==> config.mk <==
export PLATFORM = sky130hd
export DESIGN_NAME = or_operand_collector
export DESIGN_NICKNAME = d
export VERILOG_FILES = /design/src/rtl/or_chain_pkg.sv /design/src/rtl/or_operand_collector.sv
export SDC_FILE = /design/constraint.sdc
export NUM_CORES = 1
export LEC_CHECK = 0
export ABC_AREA = 0
export CAP_MARGIN = 0
export CORE_AREA = 2 2 39 41
export CTS_CLUSTER_SIZE = 20
export DETAILED_ROUTE_END_ITERATION = 16
export DIE_AREA = 0 0 41 43
export GPL_ROUTABILITY_DRIVEN = 0
export MAX_ROUTING_LAYER = met4
export SLEW_MARGIN = 20
export SYNTH_ARGS = -nofsm -noshare
export SYNTH_HDL_FRONTEND = slang
export SYNTH_SLANG_ARGS = --single-unit
==> constraint.sdc <==
create_clock -name clk -period 1.5 [get_ports clk]
set_input_delay 0.3 -clock clk [delete_from_list [all_inputs] [get_ports clk]]
set_output_delay 0.3 -clock clk [all_outputs]
set_load 0.03 [all_outputs]
==> src/rtl/or_chain_pkg.sv <==
// Shared definitions for the 4-input OR chain: lane count, collector FSM
// state encoding and the slot index type used by the operand collector.
package or_chain_pkg;

    localparam int NUM_LANES = 4;

    typedef enum logic {
        FILL = 1'b0,
        HOLD = 1'b1
    } collect_state_t;

    typedef logic [1:0] lane_idx_t;

endpackage : or_chain_pkg

==> src/rtl/or_operand_collector.sv <==
// or_operand_collector: serial-to-parallel operand collector feeding the
// 4-input OR stage. Words arrive one per beat on s_*, fill slots m_in1..m_in4
// in order, and the completed group is presented on m_* until accepted.
// Optional feature macro: OR_COLLECT_FLUSH_EN adds a flush input that closes
// a partial group, padding unwritten slots with 0 (the OR-neutral value).
// dbg_state / dbg_cnt expose the FSM state and slot counter for observation.
//
// Handshake: a beat transfers on a rising edge where valid & ready are both
// high. A source holds data/valid stable until the transfer; ready never
// depends on the same interface's valid. s_ready depends on m_ready so a held
// group can be released and the next word taken on the same edge.
module or_operand_collector
    import or_chain_pkg::*;
#(
    parameter int WIDTH = 1
) (
    input  logic             clk,
    input  logic             rst_n,
    input  logic [WIDTH-1:0] s_data,
    input  logic             s_valid,
    output logic             s_ready,
    output logic [WIDTH-1:0] m_in1,
    output logic [WIDTH-1:0] m_in2,
    output logic [WIDTH-1:0] m_in3,
    output logic [WIDTH-1:0] m_in4,
    output logic             m_valid,
    input  logic             m_ready,
`ifdef OR_COLLECT_FLUSH_EN
    input  logic             flush,
`endif
    output collect_state_t   dbg_state,
    output lane_idx_t        dbg_cnt
);

    collect_state_t   state;
    lane_idx_t        cnt;
    logic [WIDTH-1:0] slot [NUM_LANES];
    logic             accept;
    logic             last_beat;
    logic             flush_close;

    // Ready whenever filling, or when the held group leaves this cycle.
    assign s_ready   = (state == FILL) | ((state == HOLD) & m_ready);
    assign accept    = s_valid & s_ready;
    assign last_beat = (cnt == lane_idx_t'(NUM_LANES - 1));

`ifdef OR_COLLECT_FLUSH_EN
    // Flush only closes a group that has (or is just receiving) a word.
    assign flush_close = (state == FILL) & flush & ((cnt != lane_idx_t'(0)) | accept);
`else
    assign flush_close = 1'b0;
`endif

    // Slot registers drive the OR stage directly.
    assign m_in1     = slot[0];
    assign m_in2     = slot[1];
    assign m_in3     = slot[2];
    assign m_in4     = slot[3];
    assign dbg_state = state;
    assign dbg_cnt   = cnt;

    // Collector FSM: slot writes, counter, state and registered m_valid.
    always_ff @(posedge clk or negedge rst_n) begin
        if (!rst_n) begin
            state   <= FILL;
            cnt     <= '0;
            m_valid <= 1'b0;
            for (int i = 0; i < NUM_LANES; i++) begin
                slot[i] <= '0;
            end
        end else begin
            case (state)
                FILL: begin
                    for (int i = 0; i < NUM_LANES; i++) begin
                        if (accept && (lane_idx_t'(i) == cnt)) begin
                            slot[i] <= s_data;
                        end else if (flush_close && (i >= int'(cnt))) begin
                            slot[i] <= '0;
                        end
                    end
                    if (flush_close || (accept && last_beat)) begin
                        state   <= HOLD;
                        m_valid <= 1'b1;
                        cnt     <= '0;
                    end else if (accept) begin
                        cnt <= cnt + lane_idx_t'(1);
                    end
                end
                HOLD: begin
                    if (m_ready) begin
                        state   <= FILL;
                        m_valid <= 1'b0;
                        if (accept) begin
                            slot[0] <= s_data;
                            cnt     <= lane_idx_t'(1);
                        end else begin
                            cnt <= '0;
                        end
                    end
                end
                default: begin
                    state   <= FILL;
                    m_valid <= 1'b0;
                    cnt     <= '0;
                end
            endcase
        end
    end

endmodule : or_operand_collector

; ---- Word-level counts from Yosys, hierarchy flattened
; Cells that the tools add are included.
[classes]
add_sub_neg = 1
eq_ne = 9
bitwise_logic = 4
reduce_logical = 12
n_mux = 15
[ops]
columns = operator, n
row1 = AND reduction 2 bit, 5
row2 = two-way mux 1 bit, 8
row3 = two-way mux 2 bit, 3
row4 = "inequality test 2 x 1 -> 1 bit, second input constant", 3
row5 = case mux 1 bit (2 select lines), 3
row6 = logical AND 1 bit, 5
row7 = "equality test 2 bit, first input constant", 2
row8 = case mux 2 bit (2 select lines), 1
row9 = "inequality test 3 x 2 -> 1 bit, second input constant", 1
row10 = AND reduction 3 bit, 1
row11 = "adder 2 x 1 -> 2 bit, second input constant", 1
row12 = bitwise AND 1 bit, 2
row13 = "equality test 1 x 2 -> 1 bit, first input constant", 1
row14 = "equality test 2 bit, second input constant", 1
row15 = logical NOT 2 bit, 1
row16 = "inequality test 2 bit, second input constant", 1
row17 = NOT 1 bit, 1
row18 = OR 1 bit, 1
[word_totals]
reg_bits = 8
input_bits = 5
output_inout_bits = 9

; ---- Longest topological paths before layout
; Gate-level depths: netlist of run 1.
[logic_depth]
word_depth = 6
ltp_mapped = 5
ltp_nobuf = 5

; ---- Worst setup path after synthesis of run 1
; Ideal clock, no wire load.
[synth_path]
path_type = register -> register
startpoint = reg cnt[0] (netlist: dbg_cnt[0])
endpoint = reg slot (netlist bit m_in1)
arrival_ns = 1.301
synth_period_minus_slack_ns = 1.426
required_time_ns = 1.375
stages_incl_launch_ff = 6
slack_ns = 0.074
cell_sequence = dfrtp_1 inv_1 ha_1 nand2b_1 a21boi_2 mux2_4
[synth_between]
elab_chain_len = 4
[synth_rtl]
columns = item, line
row1 = from (decl), or_operand_collector.sv:36  ; lane_idx_t cnt;
row2 = from (signal assigned), or_operand_collector.sv:86  ; cnt <= cnt + lane_idx_t'(1);
row3 = from (signal assigned), or_operand_collector.sv:95  ; cnt <= lane_idx_t'(1);
row4 = logical NOT 2 bit, or_operand_collector.sv:75  ; if (accept && (lane_idx_t'(i) == cnt)) begin
row5 = logical AND 1 bit, or_operand_collector.sv:75
row6 = inequality test 2 x 1 -> 1 bit (no line), n/a
row7 = AND reduction 3 bit (no line), n/a
row8 = "to (signal, indexed assignment)", or_operand_collector.sv:76  ; slot[i] <= s_data;
row9 = to (decl), or_operand_collector.sv:37  ; logic [WIDTH-1:0] slot [NUM_LANES];
; Every way passes these cells.
; A chain may end at the register's enable or synchronous reset.

; ---- Worst setup path after layout of run 1
[layout_path]
startpoint = reg cnt[1] (netlist: dbg_cnt[1])
endpoint = out dbg_cnt[1]
[layout_lines]
columns = item, line
row1 = to (decl), or_operand_collector.sv:32  ; output lane_idx_t dbg_cnt
; No word-level cell between the ends.

==> run_results.csv, run 1 <==
group,metric,value,unit
drt,via_count,321,
worst_setup_path,critPathMaxStageDelay,0.42,ns
synth,synthArstFlopShare,100,%
layout,multi_input_area,206,sq um
power,power,1350,uW
sta,worst_hold_slack,0.333,ns
sta,slew_headroom,74.0,%
cts,worstSkewPairLatency,0.25,ns
cts,cts_setup_buffers,0,
drt,vias_per_cell,4.40,
global_route,grt_pass1_vias,305,
layout,drive_above_1_share,26.3,%
cts,clk_pin_slew,0.06,ns
power,ir_drop,886,uV
worst_setup_path,worstSetupPathDepth,1,
floorplanning,ios,14,
layout,antennaDiodeCount,0,
sta,setup_viol,0,
layout,fill_cells,141,
layout,area_growth,49.5,%
worst_setup_path,critPathCaptureType,"primary output",
sta,slew_viol_final,0,
power,p_leak,0.000317,uW
synth,synth-seq-cells,8,
synth,synthAdderAreaFrac,12.1,%
placed_design,port_buffers,13,
layout,finalNetCount,68,
floorplanning,core_area,1380,sq um
drt,avgRoutedWirePerCell,11.7,um
power,pwr_density_cell,2180,nW/um^2
sta,period_share,92.0,%
synth,synth_cell_types,16,
layout,final_util,44.8,%
synth,yosys.area_share.xor_xnor,0,%
synth,synth_compound_area_share,7.25,%
drt,drt_wl_total,853,um
worst_setup_path,critPathLaunchType,"flop",
synth,syn_area,414,sq um
cts,htree_levels,1,
sta,worstMarginPinSlew,0.389,ns
drt,postRouteAntennaNets,0,
synth,synth-simple-area-share,15.4,%
synth,ys_warn_count,0,
drt,drtPass1Iterations,2,
cts,cts_num_sinks,8,
sta,clock_skew,0.00542,ns
synth,synth_top_area_share,48.3,%
global_route,grt_pass1_wl,1310,um
drt,remaining_drc_errors,0,
cts,cts.hold.buffers_added,0,
synth,synth_top_cell_by_area,"dfrtp_1",
power,p_int,751,uW
worst_setup_path,critPathTopFamily,"buffers and inverters",
global_route,antenna_found_initial,0,
synth,synth_mux_area_share,15.1,%
synth,syn-num-nets,44,
flow_run,drv_cap,0,
worst_setup_path,ff2ff_path_depth,5,
synth,synth_top_family_by_area,"simple AND/OR/NAND/NOR gates",
synth,syn_area_per_cell,11.8,sq um
power,power_frac_clock,12.4,%
synth,synth.top_cells.by_count,"dfrtp_1 (8), nand2_1 (6), ha_1 (4)",
placed_design,dp_hpwl,642,um
worst_setup_path,worst-path-max-fanout,5,
worst_setup_path,crit_chain,"dlygate4sd2_1",
synth,syn_inst,35,
synth,synth_flop_cell,"dfrtp_1",
floorplanning,die_y,43,um
synth,synth_edf_count,0,
sta,rsz0062_at_grt,"false",
cts,ctsResizeCount,8,
worst_setup_path,crit_path_top_delay_cell,"dlygate4sd2_1",
sta,finalHoldViolCount,0,
synth,ys_seq_area_share,48.3,%
power,p_sw,600,uW
placed_design,dpl_cell_area,607,sq um
layout,ff_latch_area,200,sq um
global_route,grt_max_degree,9,
worst_hold_path,worstHoldPathType,"in2async",
floorplanning,die_x,41,um
global_route,grt.overflow.total,0,
cts,cts_tree,"yes",
power,p_comb_share,58.4,%
power,switching_share,44.4,%
drt,drt_iter0_markers,2,
floorplanning,rows,14,
cts,cts_buffer_depth,2,
power,seq_power_share,29.2,%
synth,ys_top_cells_by_area,"dfrtp_1 (48%), ha_1 (12%), mux2_4 (7.3%), mux2_1 (5.4%), nand2_1 (5.4%)",
synth,yosysMostFrequentCell,"dfrtp_1",
floorplanning,start_util,29.9,%
cts,cts_buffers,3,
run_status,outcome,"finished, final reports clean",
sta,fmax,725,MHz
worst_setup_path,critical_path_buf_inv_count,1,
worst_setup_path,path_class,"reg2out",
global_route,grtUsageTotal,12.2,%
worst_setup_path,worstPathRequired,1.20,ns
floorplanning,die-area,1760,sq um
sta,final.min_clock_period,1.38,ns
layout,fin_area,619,sq um
cts,cts_root_buf,"clkbuf_4",
worst_setup_path,critical_path_arrival,1.08,ns
metal layers:
layer | up-vias | global-route usage (%) | wire, um
li1 | 164 | - | -
met1 | 145 | 15.1 | 425
met2 | 10 | 15.0 | 367
met3 | 2 | 3.14 | 48
met4 | 0 | 12.0 | 12
met5 | - | - | 0
metrics by stage:
stage	setup TNS, ns	std cells	setup WS, ns
4_1_cts	0	73	0.0988
3_5_place_dp	-0.0163	70	-0.0163
3_3_place_gp	0	70	0.0133
6_report	0	73	0.121
5_1_grt	0	73	0.0785
2_1_floorplan	0	35	0.0738
kinds of logic (layout without fill, tap and decap cells):
family | Yosys count | in the layout
adder cells (fa/ha/maj) | 4 | 4
buffers and inverters | 2 | 24
flip-flops | 8 | 8
multiplexers | 5 | 5
AO/OA/AOI/OAI | 4 | 4
AND/OR/NAND/NOR | 12 | 12
path summary, 6_finish.rpt:
kind,from,end,slack [ns]
setup / recovery,dbg_cnt[1],dbg_cnt[1],0.12
hold / removal,rst_n,m_in1,0.33
setup reg to reg,dbg_cnt[1],m_in1,0.18
hold reg to reg,m_valid,m_valid,0.47
max in group asynchronous,rst_n,dbg_cnt[0],0.89
min in group clk,m_valid,m_valid,0.47
state kept, by name (all words and copies together), names as in the netlist:
register,flops
dbg_state,1
m_in3,1
m_in2,1
m_in4,1
m_valid,1
dbg_cnt,2
m_in1,1
power by group through the flow:
| stage | clock, uW | combinational (uW) | sequential (uW) |
|---|---|---|---|
| 5_1_grt | 191 | 847 | 412 |
| 3_5_place_dp | 0 | 864 | 409 |
| 6_report | 167 | 789 | 395 |
| 2_1_floorplan | 0 | 274 | 635 |
| 3_3_place_gp | 0 | 863 | 403 |
| 4_1_cts | 179 | 796 | 399 |
cell usage in the layout, fill, tap and decap left out, drive strengths merged:
cell type	count
dfrtp	8
dlygate4sd2	8
buf	7
nand2	7
ha	4
clkdlybuf4s50	4
mux2	4
clkbuf	3
nand2b	2
inv	2
nor2b	1
o21a	1
nor2	1
a21oi	1
nor3	1
mux2i	1
o22ai	1
a21boi	1
final cells by class:
class | count | area share (%)
inverter | 2 | 1.21
clock buffer | 3 | 3.64
multi-input combinational | 25 | 33.3
timing repair buffer | 19 | 26.3
tap | 16 | 3.23
sequential | 8 | 32.3
No activity file was read; power rests on OpenSTA's default activity.
==> inputs of run 2 (changes only) <==
- clock period: 1.5 -> 1.2 ns (I/O delays scaled with it)
==> run 2 against run 1 <==
  * The flow now finishes with violations (negative setup slack)
  * Critical path depth increased by 4
  * Non-clock buffer count grew 5
  * Final area increased by 19%
  * Die area unchanged
  * Combinational power grew 79%
  * Critical path type is now reg2reg
  * Largest cell class unchanged
==> run_results.csv, run 2 (synthesized netlist as in run 1, its figures left out) <==
group,metric,value,unit
run_status,outcome,"finished, violations left",
run_status,violations,"negative setup slack",
global_route,antenna_found_initial,0,
cts,cts_buffer_depth,2,
layout,largest_register_ffs,2,
worst_setup_path,path_class,"reg2reg",
floorplanning,die_y,43,um
layout,stdcell_count,79,
cts,htree_levels,1,
sta,fmax,779,MHz
cts,clk_pin_slew,0.05,ns
drt,drt_wl_total,976,um
cts,cts_root_buf,"clkbuf_4",
drt,vias_per_cell,4.59,
floorplanning,ios,14,
power,pwr_density_cell,2940,nW/um^2
cts,cts_num_sinks,8,
worst_setup_path,worstPathRequired,1.34,ns
placed_design,port_buffers,13,
power,ir_drop,1140,uV
global_route,grt.overflow.total,0,
power,p_leak,0.000360,uW
sta,final.min_clock_period,1.28,ns
drt,drt_iter0_markers,4,
drt,postRouteAntennaNets,0,
sta,finalHoldViolCount,0,
worst_hold_path,worstHoldPathType,"in2async",
global_route,grtUsageTotal,14.7,%
layout,fill_cells,113,
power,p_comb_share,64.7,%
power,seq_power_share,25.1,%
layout,ff_latch_area,204,sq um
floorplanning,die-area,1760,sq um
worst_setup_path,r2r_slack,-0.08,ns
global_route,grt_pass1_vias,366,
worst_setup_path,reg2reg_from,"dbg_cnt[0]",
sta,setup_viol,6,
layout,mostFrequentLayoutCells,"buf_4 (13), buf_6 (7), nand2_1 (5), dfrtp_1 (5)",
floorplanning,start_util,29.9,%
worst_setup_path,critPathCaptureType,"flop",
placed_design,pre_cts_ws,-0.240,ns
cts,worstSkewPairLatency,0.25,ns
sta,layout_setup_ws,-0.0839,ns
power,power_frac_clock,10.2,%
flow_run,drv_cap,0,
power,switching_share,41.3,%
placed_design,dp_cells,73,
global_route,grt_max_degree,9,
worst_setup_path,rr_endpoint,"m_in1",
sta,worstMarginPinSlew,0.375,ns
layout,multi_input_area,262,sq um
floorplanning,rows,14,
floorplanning,core_area,1380,sq um
worst_setup_path,worst-path-max-fanout,4,
sta,rsz0062_at_grt,"true",
layout,finalNetCount,73,
sta,period_share,107,%
worst_setup_path,ff2ff_path_depth,5,
sta,slew_viol_final,0,
global_route,grt_pass1_wl,1610,um
layout,final_util,53.3,%
floorplanning,die_x,41,um
cts,cts_buffers,3,
sta,clock_skew,0.000485,ns
layout,antennaDiodeCount,0,
drt,remaining_drc_errors,0,
cts,cts_tree,"yes",
sta,setup_tns,-0.245,ns
worst_setup_path,critPathLaunchType,"flop",
drt,drtPass1Iterations,4,
drt,via_count,363,
placed_design,dp_hpwl,682,um
power,p_int,1270,uW
layout,mostFrequentLayoutCell,"buf_4",
drt,avgRoutedWirePerCell,12.4,um
sta,slew_headroom,74.9,%
layout,area_growth,78.2,%
layout,drive_above_1_share,65.1,%
worst_setup_path,critical_path_arrival,1.42,ns
power,p_sw,897,uW
[run 2: power by group through the flow]
stage / Clock, uW / Combinational, uW / Sequential, uW
after global routing: 257 / 1510 / 566
after detailed placement: 0 / 1120 / 540
final: 222 / 1410 / 545
after global placement: 0 / 1120 / 541
after CTS: 234 / 1340 / 534
after floorplan: 0 / 360 / 811
[run 2: what timing repair did]
action,in CTS,in global routing
setup buffers,2,0
resized for setup,13,4
pin swaps,1,1
hold endpoints to repair,0,0
setup endpoints to repair,7,9
hold buffers,0,0
[run 2: worst max path at each step]
stage          cells past startpoint  startpoint     to
2_1_floorplan                      5  dbg_cnt[0]  m_in1
3_3_place_gp                       4     s_valid  m_in3
3_5_place_dp                       4     s_valid  m_in3
4_1_cts                            5  dbg_cnt[0]  m_in1
5_1_grt                            5  dbg_cnt[0]  m_in1
6_report                           5  dbg_cnt[0]  m_in1
[run 2: area by class of cell]
cell class | count | area share, %
Inverter | 2 | 1.36
Tap cell | 16 | 2.71
Multi-Input combinational cell | 25 | 35.4
Sequential cell | 8 | 27.6
Timing Repair Buffer | 24 | 29.3
Clock buffer | 4 | 3.56
[run 2: metrics by stage]
stage / hold WS, ns / total power (uW) / cell area (sq um)
floorplan: -0.0556 / 1170 / 422
global placement: 0.481 / 1660 / 617
detailed placement: 0.475 / 1660 / 617
CTS: 0.270 / 2110 / 719
global route: 0.279 / 2340 / 738
finish: 0.268 / 2170 / 738
[run 2: per-layer routing]
layer  wire length (um)  global-route usage, %  part of all wire, %  vias to the layer above
met2                481                   21.3                   49                       15
met4                 19                   6.00                  1.9                        0
met3                 79                   9.42                  8.1                        4
li1                   -                      -                    -                      172
met1                396                   15.5                   41                      172
met5                  0                      -                    0                        -
[run 2: worst max-delay path, cell delays in order, from the launching register on]
cell	delay (ns)
dfrtp_2	0.44
inv_4	0.08
ha_4	0.14
nand2b_4	0.05
a21boi_2	0.15
mux2_4	0.31
==> inputs of run 3 (changes only) <==
- GPL_ROUTABILITY_DRIVEN: 0 -> default
==> results of run 3 <==
Same layout as run 2: the final DEF is identical, and so are final timing and power.
